### src/rtl/pcie_vc_tx_port_pkg.sv
// Shared definitions for the two-VC switch link: word-field positions and VC ids.
package pcie_vc_tx_port_pkg;

  // Field positions inside a link word for the default BUS_SIZE of 5.
  localparam int VC_BIT  = 5;
  localparam int DST_BIT = 4;

  typedef enum logic {
    VC0 = 1'b0,
    VC1 = 1'b1
  } vc_e;

endpackage

### src/rtl/pcie_vc_fifo.sv
// Single-VC transmit FIFO.
// Occupancy comes from wrap-around write/read counters one bit wider than the address.
module pcie_vc_fifo #(
  parameter int ADDR_WIDTH = 3,
  parameter int BUS_SIZE   = 5,
  parameter int MEM_LENGTH = 1 << ADDR_WIDTH
) (
  input  logic                clk_i,
  input  logic                rst_i,
  input  logic                push_i,
  input  logic                pop_i,
  input  logic [BUS_SIZE:0]   data_i,
  output logic [BUS_SIZE:0]   data_o,
  output logic                full_o,
  output logic                empty_o,
  output logic [ADDR_WIDTH:0] count_o
);

  localparam logic [ADDR_WIDTH:0] FULL_CNT = (ADDR_WIDTH+1)'(MEM_LENGTH);

  logic [BUS_SIZE:0]   mem_q [MEM_LENGTH];
  logic [ADDR_WIDTH:0] wr_cnt_q, wr_cnt_d;
  logic [ADDR_WIDTH:0] rd_cnt_q, rd_cnt_d;
  logic                push_ok;
  logic                pop_ok;

  assign count_o = wr_cnt_q - rd_cnt_q;
  assign full_o  = (count_o == FULL_CNT);
  assign empty_o = (count_o == '0);
  assign data_o  = mem_q[rd_cnt_q[ADDR_WIDTH-1:0]];

  // A push into a full FIFO is refused even if a pop happens in the same cycle.
  assign push_ok = push_i && !full_o;
  assign pop_ok  = pop_i && !empty_o;

  // Next counter values.
  always_comb begin
    wr_cnt_d = wr_cnt_q;
    rd_cnt_d = rd_cnt_q;
    if (push_ok) wr_cnt_d = wr_cnt_q + 1'b1;
    if (pop_ok)  rd_cnt_d = rd_cnt_q + 1'b1;
  end

  // Counter registers; reset empties the FIFO.
  always_ff @(posedge clk_i or posedge rst_i) begin
    if (rst_i) begin
      wr_cnt_q <= '0;
      rd_cnt_q <= '0;
    end else begin
      wr_cnt_q <= wr_cnt_d;
      rd_cnt_q <= rd_cnt_d;
    end
  end

  // Storage array; contents are don't-care until written.
  always_ff @(posedge clk_i) begin
    if (push_ok) mem_q[wr_cnt_q[ADDR_WIDTH-1:0]] <= data_i;
  end

endmodule

### src/rtl/pcie_vc_tx_port.sv
// Per-port transmit side of the two-VC switch link: one FIFO per VC,
// pause/continue flow control, round-robin VC arbiter and registered output.
module pcie_vc_tx_port
  import pcie_vc_tx_port_pkg::*;
#(
  parameter int ADDR_WIDTH = 3,
  parameter int BUS_SIZE   = 5,
  parameter int MEM_LENGTH = 1 << ADDR_WIDTH
) (
  input  logic                clk,
  input  logic                reset,
  input  logic [BUS_SIZE:0]   in_data,
  input  logic                in_push,
  input  logic                pause_vc0,
  input  logic                continue_vc0,
  input  logic                pause_vc1,
  input  logic                continue_vc1,
  output logic [BUS_SIZE:0]   data_out,
  output logic                valid_out,
  output logic                full_vc0,
  output logic                full_vc1,
  output logic [ADDR_WIDTH:0] count_vc0,
  output logic [ADDR_WIDTH:0] count_vc1,
  output logic                overflow_err
);

  logic                push_vc0, push_vc1;
  logic                pop_vc0, pop_vc1;
  logic                empty_vc0, empty_vc1;
  logic [BUS_SIZE:0]   head_vc0, head_vc1;
  logic                elig_vc0, elig_vc1;

  logic                paused_vc0_q, paused_vc0_d;
  logic                paused_vc1_q, paused_vc1_d;
  vc_e                 rr_last_q, rr_last_d;
  logic [BUS_SIZE:0]   data_q, data_d;
  logic                valid_q, valid_d;
  logic                overflow_q, overflow_d;

  assign push_vc0 = in_push && (vc_e'(in_data[BUS_SIZE]) == VC0);
  assign push_vc1 = in_push && (vc_e'(in_data[BUS_SIZE]) == VC1);

  pcie_vc_fifo #(
    .ADDR_WIDTH (ADDR_WIDTH),
    .BUS_SIZE   (BUS_SIZE),
    .MEM_LENGTH (MEM_LENGTH)
  ) u_fifo_vc0 (
    .clk_i   (clk),
    .rst_i   (reset),
    .push_i  (push_vc0),
    .pop_i   (pop_vc0),
    .data_i  (in_data),
    .data_o  (head_vc0),
    .full_o  (full_vc0),
    .empty_o (empty_vc0),
    .count_o (count_vc0)
  );

  pcie_vc_fifo #(
    .ADDR_WIDTH (ADDR_WIDTH),
    .BUS_SIZE   (BUS_SIZE),
    .MEM_LENGTH (MEM_LENGTH)
  ) u_fifo_vc1 (
    .clk_i   (clk),
    .rst_i   (reset),
    .push_i  (push_vc1),
    .pop_i   (pop_vc1),
    .data_i  (in_data),
    .data_o  (head_vc1),
    .full_o  (full_vc1),
    .empty_o (empty_vc1),
    .count_o (count_vc1)
  );

  // Pause flags: pause wins over continue; continue alone clears.
  always_comb begin
    paused_vc0_d = paused_vc0_q;
    paused_vc1_d = paused_vc1_q;
    if (pause_vc0)         paused_vc0_d = 1'b1;
    else if (continue_vc0) paused_vc0_d = 1'b0;
    if (pause_vc1)         paused_vc1_d = 1'b1;
    else if (continue_vc1) paused_vc1_d = 1'b0;
  end

  // Eligibility and round-robin pick; a live pause input blocks the VC this cycle.
  always_comb begin
    elig_vc0 = !empty_vc0 && !paused_vc0_q && !pause_vc0;
    elig_vc1 = !empty_vc1 && !paused_vc1_q && !pause_vc1;
    pop_vc0  = 1'b0;
    pop_vc1  = 1'b0;
    if (elig_vc0 && elig_vc1) begin
      if (rr_last_q == VC1) pop_vc0 = 1'b1;
      else                  pop_vc1 = 1'b1;
    end else if (elig_vc0) begin
      pop_vc0 = 1'b1;
    end else if (elig_vc1) begin
      pop_vc1 = 1'b1;
    end
  end

  // Output word, valid, round-robin pointer and sticky overflow next-state.
  always_comb begin
    data_d     = data_q;
    valid_d    = 1'b0;
    rr_last_d  = rr_last_q;
    overflow_d = overflow_q | (push_vc0 && full_vc0) | (push_vc1 && full_vc1);
    if (pop_vc0) begin
      data_d    = head_vc0;
      valid_d   = 1'b1;
      rr_last_d = VC0;
    end else if (pop_vc1) begin
      data_d    = head_vc1;
      valid_d   = 1'b1;
      rr_last_d = VC1;
    end
  end

  // State registers; reset favours VC0 for the first grant.
  always_ff @(posedge clk or posedge reset) begin
    if (reset) begin
      paused_vc0_q <= 1'b0;
      paused_vc1_q <= 1'b0;
      rr_last_q    <= VC1;
      data_q       <= '0;
      valid_q      <= 1'b0;
      overflow_q   <= 1'b0;
    end else begin
      paused_vc0_q <= paused_vc0_d;
      paused_vc1_q <= paused_vc1_d;
      rr_last_q    <= rr_last_d;
      data_q       <= data_d;
      valid_q      <= valid_d;
      overflow_q   <= overflow_d;
    end
  end

  assign data_out     = data_q;
  assign valid_out    = valid_q;
  assign overflow_err = overflow_q;

endmodule

### config.mk
export PLATFORM = sky130hd
export DESIGN_NAME = pcie_vc_tx_port
export DESIGN_NICKNAME = d
export VERILOG_FILES = /design/src/rtl/pcie_vc_tx_port_pkg.sv /design/src/rtl/pcie_vc_fifo.sv /design/src/rtl/pcie_vc_tx_port.sv
export SDC_FILE = /design/constraint.sdc
export NUM_CORES = 1
export LEC_CHECK = 0
export BUFFER_PORTS_ARGS = -buffer_cell sky130_fd_sc_hd__clkbuf_2
export CORE_UTILIZATION = 57
export CTS_BUF_LIST = sky130_fd_sc_hd__clkbuf_4 sky130_fd_sc_hd__clkbuf_8
export CTS_CLUSTER_SIZE = 14
export DETAILED_ROUTE_END_ITERATION = 8
export GPL_TIMING_DRIVEN = 0
export PLACE_DENSITY = 0.82
export SLEW_MARGIN = 20
export SYNTH_ARGS = -nofsm -noshare
export SYNTH_HDL_FRONTEND = slang
export SYNTH_HIERARCHICAL = 1
export SYNTH_SLANG_ARGS = --single-unit
### constraint.sdc
create_clock -name clk -period 3.2 [get_ports clk]
set_input_delay 0.64 -clock clk [delete_from_list [all_inputs] [get_ports clk]]
set_output_delay 0.64 -clock clk [all_outputs]
set_load 0.05 [all_outputs]
== After elaboration in Yosys (flattened, before gate mapping) ==
Memory sizes are Yosys's and may differ from the RTL's.
Cells that the tools add are included.
W data, S select, Z words.
Operators by class
  add/sub/neg operators: 6
  multipliers: 0
  divide/modulo/power cells: 0
  magnitude comparators: 0
  equality and inequality tests: 2
  shift operators: 0
  multiplexer cells: 21
  bitwise operators: 3
  reductions and logical operators: 26
Operator list (number)
  $mux W1: 19
  $add A4 B1 Y4 const B: 4
  $logic_and A1 B1 Y1: 13
  $mux W6: 2
  $eq A4 B4 Y1 const B: 2
  $logic_not A1 Y1: 8
  $logic_not A4 Y1: 2
  $sub A4 B4 Y4: 2
  $reduce_bool A2 Y1: 3
  $or A1 B1 Y1: 2
  $not A1 Y1: 1
Word-level totals
  register bits: 27
  latch bits: 0
  RAM bits: 96
  memory bits (read-only): 0
  input bits: 13
  output and inout bits: 18
  word-level logic and storage cells: 70
  memories: 2
Memories
  u_fifo_vc0.mem_q: words 8, width 6, rd ports 1, clocked after memory_dff 0, write ports 1, line pcie_vc_fifo.sv:21  | logic [BUS_SIZE:0] mem_q [MEM_LENGTH];
  u_fifo_vc1.mem_q: words 8, width 6, rd ports 1, clocked after memory_dff 0, write ports 1, line pcie_vc_fifo.sv:21

== Logic depth before layout (Yosys ltp) ==
Gate-level depths: netlist of the first run.
  depth after elaboration: 10
  mapped depth: 15
  gate-level depth less buffers: 13

== By module ==
The synthesis of the first run kept the hierarchy.
Modules (own cells, without submodules)
  pcie_vc_fifo: instances 2, cells an instance 149, area an instance 2404.8 µm², sequential area each 1641.6 µm²
  pcie_vc_tx_port: instances 1, cells an instance 57, area an instance 536.8 µm², sequential area each 276.5 µm²

== Worst setup path before layout of the first run ==
No wires, ideal clock.
  path type: register to register
  from: register u_fifo_vc1.wr_cnt_q[0]
  to: register u_fifo_vc1.rd_cnt_q[3]
  library setup time: 0.124 ns
  arrival time: 3.574 ns
  data required time: 3.076 ns
  setup slack: -0.498 ns
  stages on the path, launching flop included: 16
  path buffers: 2
  clock period less this slack: 3.698 ns
  path through: dfrtp_1 clkbuf_1 inv_1 ha_1 inv_1 fa_1 xor2_1 or3_1 nor2_1 or3_1 clkbuf_1 nor2_1 nand2_1 nor3_1 o21ai_1 xnor2_1
On the way
  word-level cells in the longest chain between the ends: 9
  elaborated cells on any way between the ends: 10
  classes of those cells: 1 x add/sub; 3 x mux; 6 x reduce/logical
Ends and longest elaborated chain
  start, declared: line pcie_vc_fifo.sv:22  | logic [ADDR_WIDTH:0] wr_cnt_q, wr_cnt_d;
  start signal, assigned: line pcie_vc_fifo.sv:50  | wr_cnt_q <= wr_cnt_d;
  $sub A4 B4 Y4 *: line pcie_vc_fifo.sv:27  | assign count_o = wr_cnt_q - rd_cnt_q;
  named net count_vc1[2]: line pcie_vc_tx_port.sv:23  | output logic [ADDR_WIDTH:0] count_vc1,
  $logic_not A4 Y1 *: line pcie_vc_fifo.sv:29  | assign empty_o = (count_o == '0);
  named net empty_vc1: line pcie_vc_tx_port.sv:29  | logic empty_vc0, empty_vc1;
  $logic_not A1 Y1 *: line pcie_vc_tx_port.sv:88  | elig_vc1 = !empty_vc1 && !paused_vc1_q && !pause_vc1;
  $logic_and A1 B1 Y1 * (2 in a row): line pcie_vc_tx_port.sv:88
  $mux W1: line pcie_vc_tx_port.sv:96  | end else if (elig_vc1) begin
  $mux W1: line pcie_vc_tx_port.sv:94  | end else if (elig_vc0) begin
  $mux W1 *: line pcie_vc_tx_port.sv:91  | if (elig_vc0 && elig_vc1) begin
  named net pop_vc1: line pcie_vc_tx_port.sv:28  | logic pop_vc0, pop_vc1;
  $logic_and A1 B1 Y1 *: line pcie_vc_fifo.sv:34  | assign pop_ok = pop_i && !empty_o;
  end signal, assigned: line pcie_vc_fifo.sv:51  | rd_cnt_q <= rd_cnt_d;
  end, declared: line pcie_vc_fifo.sv:23  | logic [ADDR_WIDTH:0] rd_cnt_q, rd_cnt_d;
The timed path passes the listed nets; every way through them passes the cells marked *.
A chain may end at the register's enable or synchronous reset.

== Worst setup path in the final report of the first run ==
  from: register u_fifo_vc1.rd_cnt_q[2]
  to: output count_vc1[3]
On the way
  word-level cells in the longest chain between the ends: 1
Ends and longest elaborated chain (line)
  $sub A4 B4 Y4: pcie_vc_fifo.sv:27
  end, declared: pcie_vc_tx_port.sv:23
Every way passes these cells.

==> results of run 1 <==
cells in the mapped netlist (2+ instances only):
master | n | area (um^2)
ha_1 | 10 | 125
o31ai_1 | 2 | 15.0
a21oi_1 | 6 | 30.0
nand2_1 | 47 | 176
mux4_2 | 24 | 541
o21ai_4 | 2 | 32.5
inv_1 | 15 | 56.3
o21ai_2 | 2 | 17.5
nand2b_1 | 2 | 12.5
fa_1 | 2 | 40.0
or2_1 | 2 | 12.5
dfrtp_1 | 26 | 651
clkinv_1 | 2 | 7.51
nor2_1 | 18 | 67.6
nand4_1 | 2 | 12.5
mux2_2 | 3 | 33.8
xor2_1 | 2 | 17.5
a21o_1 | 2 | 15.0
buf_6 | 2 | 22.5
nand3_1 | 4 | 20.0
and3_4 | 2 | 22.5
o211ai_1 | 2 | 15.0
clkbuf_1 | 8 | 30.0
mux2_1 | 2 | 22.5
buf_2 | 4 | 20.0
xnor2_1 | 14 | 123
o21ai_1 | 2 | 10.0
edfxtp_1 | 96 | 2880
nand3b_1 | 4 | 30.0
or3_1 | 4 | 25.0
nor3_1 | 35 | 175
critical path: stages, from the launching register on:
cell and delay (ns):
dfrtp_2 0.48, clkinv_2 0.18, ha_2 0.35, a21oi_1 0.26, and3_4 0.24, or2_1 0.11, buf_6 0.12, clkbuf_2 0.27
stage by stage:
stage	area, um^2	setup TNS (ns)	cells
2_1_floorplan	5390	0	355
3_3_place_gp	5680	-5.00	493
3_5_place_dp	5680	-8.78	493
4_1_cts	6050	0	518
5_1_grt	6110	0	518
6_report	6110	0	518
final cells by class:
type | instances | share of cell area [%]
clock inverters | 14 | 1.62
flip-flops and latches | 123 | 58.4
clock buffers | 17 | 3.83
plain buffers | 8 | 0.819
well taps | 108 | 2.21
inverters | 17 | 1.09
multi-input cells | 201 | 29.3
repair buffers | 30 | 2.74
worst max-delay path by stage:
stage / start / end / depth (start not counted) / slack, ns
2_1_floorplan: u_fifo_vc1/rd_cnt_q[2]$_DFFE_PP0P_ / u_fifo_vc1/rd_cnt_q[3]$_DFFE_PP0P_ / 15 / 0.01
3_3_place_gp: u_fifo_vc0/rd_cnt_q[2]$_DFFE_PP0P_ / u_fifo_vc1/rd_cnt_q[1]$_DFFE_PP0P_ / 12 / -0.34
3_5_place_dp: u_fifo_vc1/rd_cnt_q[2]$_DFFE_PP0P_ / u_fifo_vc0/rd_cnt_q[1]$_DFFE_PP0P_ / 12 / -0.45
4_1_cts: u_fifo_vc1/wr_cnt_q[0]$_DFFE_PP0P_ / full_vc1 / 9 / 0.005
5_1_grt: u_fifo_vc0/rd_cnt_q[2]$_DFFE_PP0P_ / full_vc0 / 7 / 0.002
6_report: u_fifo_vc1/rd_cnt_q[2]$_DFFE_PP0P_ / count_vc1[3] / 7 / 0.12
routing by layer:
metal	part of all wire, %	up-vias
li1	-	1412
met1	39	1540
met2	51	167
met3	8.0	25
met4	2.2	0
met5	0	-
what timing repair did:
| item | in CTS | in global routing |
|---|---|---|
| hold buffers | 0 | 0 |
| gates cloned | 0 | 0 |
| pin swaps | 0 | 2 |
| endpoints found under the setup margin | 42 | 21 |
| gates resized for setup | 14 | 17 |
sequential cells by signal, summed over array words and instances (netlist names):
register,cells
paused_vc0_q,1
valid_out,1
paused_vc1_q,1
u_fifo_vc0/rd_cnt_q,4
data_out,6
u_fifo_vc1/wr_cnt_q,4
u_fifo_vc1/rd_cnt_q,4
u_fifo_vc0/wr_cnt_q,4
overflow_err,1
rr_last_q,1
u_fifo_vc0/mem_q,48
u_fifo_vc1/mem_q,48
kinds of logic after synthesis:
logic type,share of synthesized area (%)
mux,11.2
fa+ha+maj,3.09
simple gates,11.3
xor+xnor,2.62
flops,66.6
compound gates,2.69
buf+inv,2.55
==> metrics.md, run 1 <==
| Metric | Value |
|---|---|
| WP data arrival | 2.44 ns |
| EDFF count, synth | 96 |
| RSZ-0062 raised after global routing | false |
| Worst Setup Start Kind | flop |
| Final Worst Setup Slack | 0.116 ns |
| Main flop type after synthesis | edfxtp_1 |
| Dpl ws | -0.449 ns |
| Largest net degree at the start of global routing | 20 |
| GR Overflow Total | 0 |
| CTS tree | yes |
| Fin util | 68.7% |
| Post-synth ARST share | 22.0% |
| Yosys cell types | 38 |
| Avg Inst Size Synth | 15.1 um^2 |
| Fill cells | 563 |
| H-tree Lvls | 4 |
| Commonest cells after routing, fill and taps aside | edfxtp_1 (96), nand2_1 (47), nor3_1 (31) |
| Worst R2R Setup Slack | 0.19 ns |
| Port Buffers | 30 |
| Multi-input combinational cell area | 1790 um^2 |
| Total number of vias | 3144 |
| Worst R2R End | u_fifo_vc1/rd_cnt_q[3]$_DFFE_PP0P_ |
| First-pass GRT wire length | 15900 um |
| Crit path time final | 3.08 ns |
| Critical R2R Launch | u_fifo_vc1/rd_cnt_q[2]$_DFFE_PP0P_ |
| Worst Tran Pin Value | 0.974 ns |
| Netlist Area Pre-Place | 5350 um^2 |
| Number of detailed-routing iterations run before antenna repair | 6 |
| Clock Latency Late Sink | 0.43 ns |
| Worst setup path category | flop to primary output |
| CP endpoint kind | primary output |
| Max cap viols | 0 |
| Slew margin rel. | 34.5% |
| Yosys warns | 6 |
| # rows | 34 |
| ANT cells | 0 |
| TritonCTS Sinks | 123 |
| Clock buffer depth | 2 |
| Commonest non-fill, non-tap cell in the layout | edfxtp_1 |
| Vias in the first global route | 3143 |
| HPWL after detailed placement | 7170 um |
| Fin crit share | 96.4% |
| Iteration-0 DRC Markers | 244 |
| Sequential cell area fraction in the yosys report | 66.6% |
| Gr busiest metal | met2 |
| Post-Route WL | 10300 um |
| Horiz. Die Dim | 98.9 um |
| Wire per inst | 19.9 um |
| Hold WS | 0.165 ns |
| Met3 Resource Use GR | 6.88% |
| Min-Delay Path Class | input port to asynchronous set/reset pin |
| Postcts setup bufs | 0 |
| Initial antenna violation count | 0 |
| Worst EP required | 2.56 ns |
| R2r worst-path depth | 13 |
| Syn_nets | 380 |
| CTS buffer count | 17 |
| FMAX | 324 MHz |
| Register Area | 3560 um^2 |
| Starting Density | 60.1% |
| #FFs+latches synth | 123 |
| Final antenna-violating net count | 0 |
| Final setup fails | 0 |
| CTS root buf | clkbuf_8 |
| Die Y | 98.9 um |
| Core area | 8890 um^2 |
| Fraction of layout cells with a size suffix above 1 | 31.5% |
| Via density | 6.07 |
| Clock skew | 0.00650 ns |
| Pins Over Slew Limit | 0 |
| Mapped Cells | 355 |
| CP Max Fanout | 8 |
| GPL Wtd Cong | 0.757 |
| Global Route Usage Sum | 22.9% |
| Worst-path clk slew | 0.07 ns |
| Die area | 9770 um^2 |
| Status | finished, final reports clean |
| DRC Markers | 0 |
| GRT met2 Usage | 36.4% |
| Hold violation count in the final report | 0 |
| Grt met1 use | 29.3% |
| Area Growth Syn to Fin | 14.3% |
| Nets@finish | 423 |
| I/O pin count | 31 |
Power of run 1 is not shown: default switching activity piles up to over one toggle a cycle in this logic, so the estimate is an artifact.
==> run 2, diff against run 1 <==
--- a/config.mk
+++ b/config.mk
@@ -5,7 +5,9 @@
 export SDC_FILE = /design/constraint.sdc
 export NUM_CORES = 1
 export LEC_CHECK = 0
+export ABC_AREA = 1
 export BUFFER_PORTS_ARGS = -buffer_cell sky130_fd_sc_hd__clkbuf_2
+export CAP_MARGIN = 15
 export CORE_UTILIZATION = 57
 export CTS_BUF_LIST = sky130_fd_sc_hd__clkbuf_4 sky130_fd_sc_hd__clkbuf_8
 export CTS_CLUSTER_SIZE = 14
==> run 2 against run 1 <==
- core utilization decreased by 0.73 points
- routed wire length increased by 19%
- worst hold slack improved by 0.0079 ns
- maximum frequency about the same
- sequential share of layout area decreased by 2.7 points
- non-clock buffer count increased by 17
==> metrics.md, run 2 <==
| Metric | Value |
|---|---|
| Crit path time final | 3.09 ns (+0.000756 ns) |
| Horiz. Die Dim | 101 um (+2.5%) |
| Worst Tran Pin Value | 0.690 ns (-0.285 ns) |
| Hold violation count in the final report | 0 (unchanged) |
| Fill cells | 635 (+13%) |
| Initial antenna violation count | 0 (unchanged) |
| Fin Setup TNS | 0 ns (unchanged) |
| FMAX | 324 MHz (about the same) |
| Yosys cell types | 26 (-32%) |
| Slew margin rel. | 53.8% (+19 points) |
| Sequential Power Share | 32.4% |
| Lkg Pwr | 2.63 nW |
| PwrDens | 1040 nW/um^2 |
| Clk pwr share | 19.2% |
| First-pass GRT wire length | 18700 um (+17%) |
| H-tree Lvls | 4 (unchanged) |
| Clock Latency Late Sink | 0.43 ns (about the same) |
| EDFF count, synth | 96 (unchanged) |
| Post-Route WL | 12200 um (+19%) |
| Most frequent cell after synthesis | nand2_1 |
| Die area | 10300 um^2 (+5.2%) |
| Top post-synthesis cells by area | edfxtp_1 (51%), dfrtp_1 (12%), nand2_1 (7.7%), nor2_1 (5.1%), o21ai_0 (4.4%) |
| Pins Over Slew Limit | 0 (unchanged) |
| GPL Wtd Cong | 0.816 (+7.9%) |
| Fraction of layout cells with a size suffix above 1 | 18.9% (-13 points) |
| Nets@finish | 622 (+47%) |
| Sw Share | 47.0% |
| Fin crit share | 96.4% (about the same) |
| Multi-input combinational cell area | 1800 um^2 (+0.56%) |
| Combinational cell fraction of total power | 48.4% |
| Starting Density | 59.8% (-0.36 points) |
| Worst EP required | 2.56 ns (about the same) |
| CP Max Fanout | 7 (-1) |
| Hold Buf Count CTS | 0 (unchanged) |
| Register Area | 3560 um^2 (about the same) |
| Via density | 5.78 (-4.7%) |
| CP endpoint kind | primary output |
| Yosys warns | 6 (unchanged) |
| Post-synth ARST share | 22.0% (unchanged) |
| Port Buffers | 30 (unchanged) |
| Dpl ws | 0.0392 ns (+0.488 ns) |
| Area Growth Syn to Fin | 13.7% |
| #FFs+latches synth | 123 (unchanged) |
| Core area | 9420 um^2 (+5.9%) |
| Netlist Area Pre-Place | 5630 um^2 (+5.3%) |
| Post-synth top cells | nand2_1 (116), edfxtp_1 (96), nor2_1 (76) |
| Fin util | 68.0% (-0.73 points) |
| Yosys top cell by area | edfxtp_1 |
| Final Worst Setup Slack | 0.115 ns (-0.000756 ns) |
| Internal power consumption | 3.52 mW |
| Worst Setup Start Kind | flop |
| HPWL after detailed placement | 8120 um (+13%) |
| ANT cells | 0 (unchanged) |
| Tot Pwr | 6.64 mW |
| Final setup fails | 0 (unchanged) |
| Final antenna-violating net count | 0 (unchanged) |
| CTS tree | yes |
| Number of detailed-routing iterations run before antenna repair | 5 (-1) |
| Max VDD drop | 0.000766 V |
| Status | finished, final reports clean |
| R2r worst-path depth | 15 (+2) |
| Worst setup path category | flop to primary output |
| TritonCTS Sinks | 123 (unchanged) |
| Main flop type after synthesis | edfxtp_1 |
| Avg Inst Size Synth | 10.4 um^2 (-31%) |
| CTS root buf | clkbuf_8 |
| Die Y | 101 um (+2.5%) |
| GR Overflow Total | 0 (unchanged) |
| I/O pin count | 31 (unchanged) |
| Total number of vias | 4268 (+36%) |
| Commonest cells after routing, fill and taps aside | nand2_1 (116), edfxtp_1 (96), nor2_1 (76) |
| Largest net degree at the start of global routing | 19 (-5.0%) |
| Global Route Usage Sum | 24.6% (+1.8 points) |
| WP data arrival | 2.45 ns (about the same) |
| Clock buffer depth | 2 (unchanged) |
| Mapped Cells | 542 (+53%) |
| Syn_nets | 567 (+49%) |
| Commonest non-fill, non-tap cell in the layout | nand2_1 |
| Post-route cell area | 6400 um^2 (+4.8%) |
| CTS buffer count | 17 (unchanged) |
| Clock skew | 0.00796 ns (+0.00146 ns) |
| Worst-path clk slew | 0.08 ns (about the same) |
| Sw power | 3.12 mW |
| Min-Delay Path Class | input port to asynchronous set/reset pin |
| Top cell type's share of synthesized area | 51.2% (-2.7 points) |
| DRC Markers | 0 (unchanged) |
| DP Area | 5940 um^2 (+4.6%) |
| Iteration-0 DRC Markers | 352 (+44%) |
| Max cap viols | 0 (unchanged) |
| Wire per inst | 16.5 um (-17%) |
| Sequential cell area fraction in the yosys report | 63.3% (-3.3 points) |
| # rows | 35 (+2.9%) |
| Vias in the first global route | 3928 (+25%) |
## run 2: cell types whose count changed after synthesis, sizes merged, moves of 4 or more
cell / previous run / this run
nor3: 36 / 0
nor2: 18 / 82
xor2: 2 / 6
o22ai: 0 / 24
nand2: 47 / 122
mux4: 24 / 0
mux2: 5 / 0
o21ai: 6 / 50
buf: 6 / 13
or3: 4 / 0
inv: 15 / 46
xnor2: 14 / 0
nand3: 4 / 51
## run 2: cells by family (layout without fill, tap and decap cells)
group	after synthesis	count (layout)	synth area share [%]
simple gates	258	258	20.6
compound gates	78	78	7.51
flops	123	123	63.3
fa+ha+maj	12	12	2.93
buf+inv	65	132	4.74
xor+xnor	6	6	0.934
## run 2: worst paths after layout
| path | from | end | slack [ns] |
|---|---|---|---|
| max | u_fifo_vc1/wr_cnt_q[0]$_DFFE_PP0P_ | full_vc1 | 0.11 |
| min | reset | u_fifo_vc1/wr_cnt_q[2]$_DFFE_PP0P_ | 0.17 |
| max reg2reg | u_fifo_vc0/wr_cnt_q[0]$_DFFE_PP0P_ | u_fifo_vc1/rd_cnt_q[3]$_DFFE_PP0P_ | 0.39 |
| min reg2reg | overflow_err$_DFF_PP0_ | overflow_err$_DFF_PP0_ | 0.50 |
| max in group asynchronous | reset | rr_last_q$_DFFE_PP1P_ | 2.64 |
| min in group clk | continue_vc1 | paused_vc1_q$_DFFE_PP0P_ | 0.40 |
## run 2: area by class of cell
| type | instances | share of cell area, % |
|---|---|---|
| sequential | 123 | 55.7 |
| inverter | 46 | 2.93 |
| tap | 129 | 2.52 |
| clock inverter | 14 | 2.15 |
| buffer | 17 | 1.35 |
| timing repair buffer | 38 | 3.56 |
| multi-input combinational | 354 | 28.2 |
| clock buffer | 17 | 3.66 |
## run 2: per-layer routing
layer / global-route usage (%) / part of all wire, %
met1: 32.3 / 42
met2: 40.8 / 48
met3: 5.18 / 8.2
met4: 9.14 / 2.4
met5: 0 / 0
## run 2: through the flow
step	hold slack (ns)	instances
after global placement	0.454	701
final	0.173	738
after detailed placement	0.476	701
after floorplan	0.456	542
after CTS	0.166	732
after global routing	0.187	738
## run 2: worst max-delay path, stage by stage, from the launching register on
cell,delay (ns)
dfrtp_2,0.45
inv_2,0.09
ha_1,0.15
inv_1,0.06
fa_1,0.44
or2_1,0.27
nor2_4,0.16
nand3_4,0.14
inv_2,0.09
clkbuf_8,0.17
## run 2: power by group through the flow
stage / Combinational (mW) / Sequential [mW] / Clock, mW
2_1_floorplan: 2.25 / 2.28 / 0
3_3_place_gp: 2.93 / 2.17 / 0
3_5_place_dp: 3.03 / 2.17 / 0
4_1_cts: 3.11 / 2.15 / 1.28
5_1_grt: 3.50 / 2.17 / 1.35
6_report: 3.21 / 2.15 / 1.27
## run 2: repair_timing
action	in CTS	in global routing
buffers inserted	2	6
gates cloned	0	0
gates resized for setup	10	5
pin swaps	0	2
setup endpoints to repair	2	2
No activity file was read; power rests on OpenSTA's default activity.
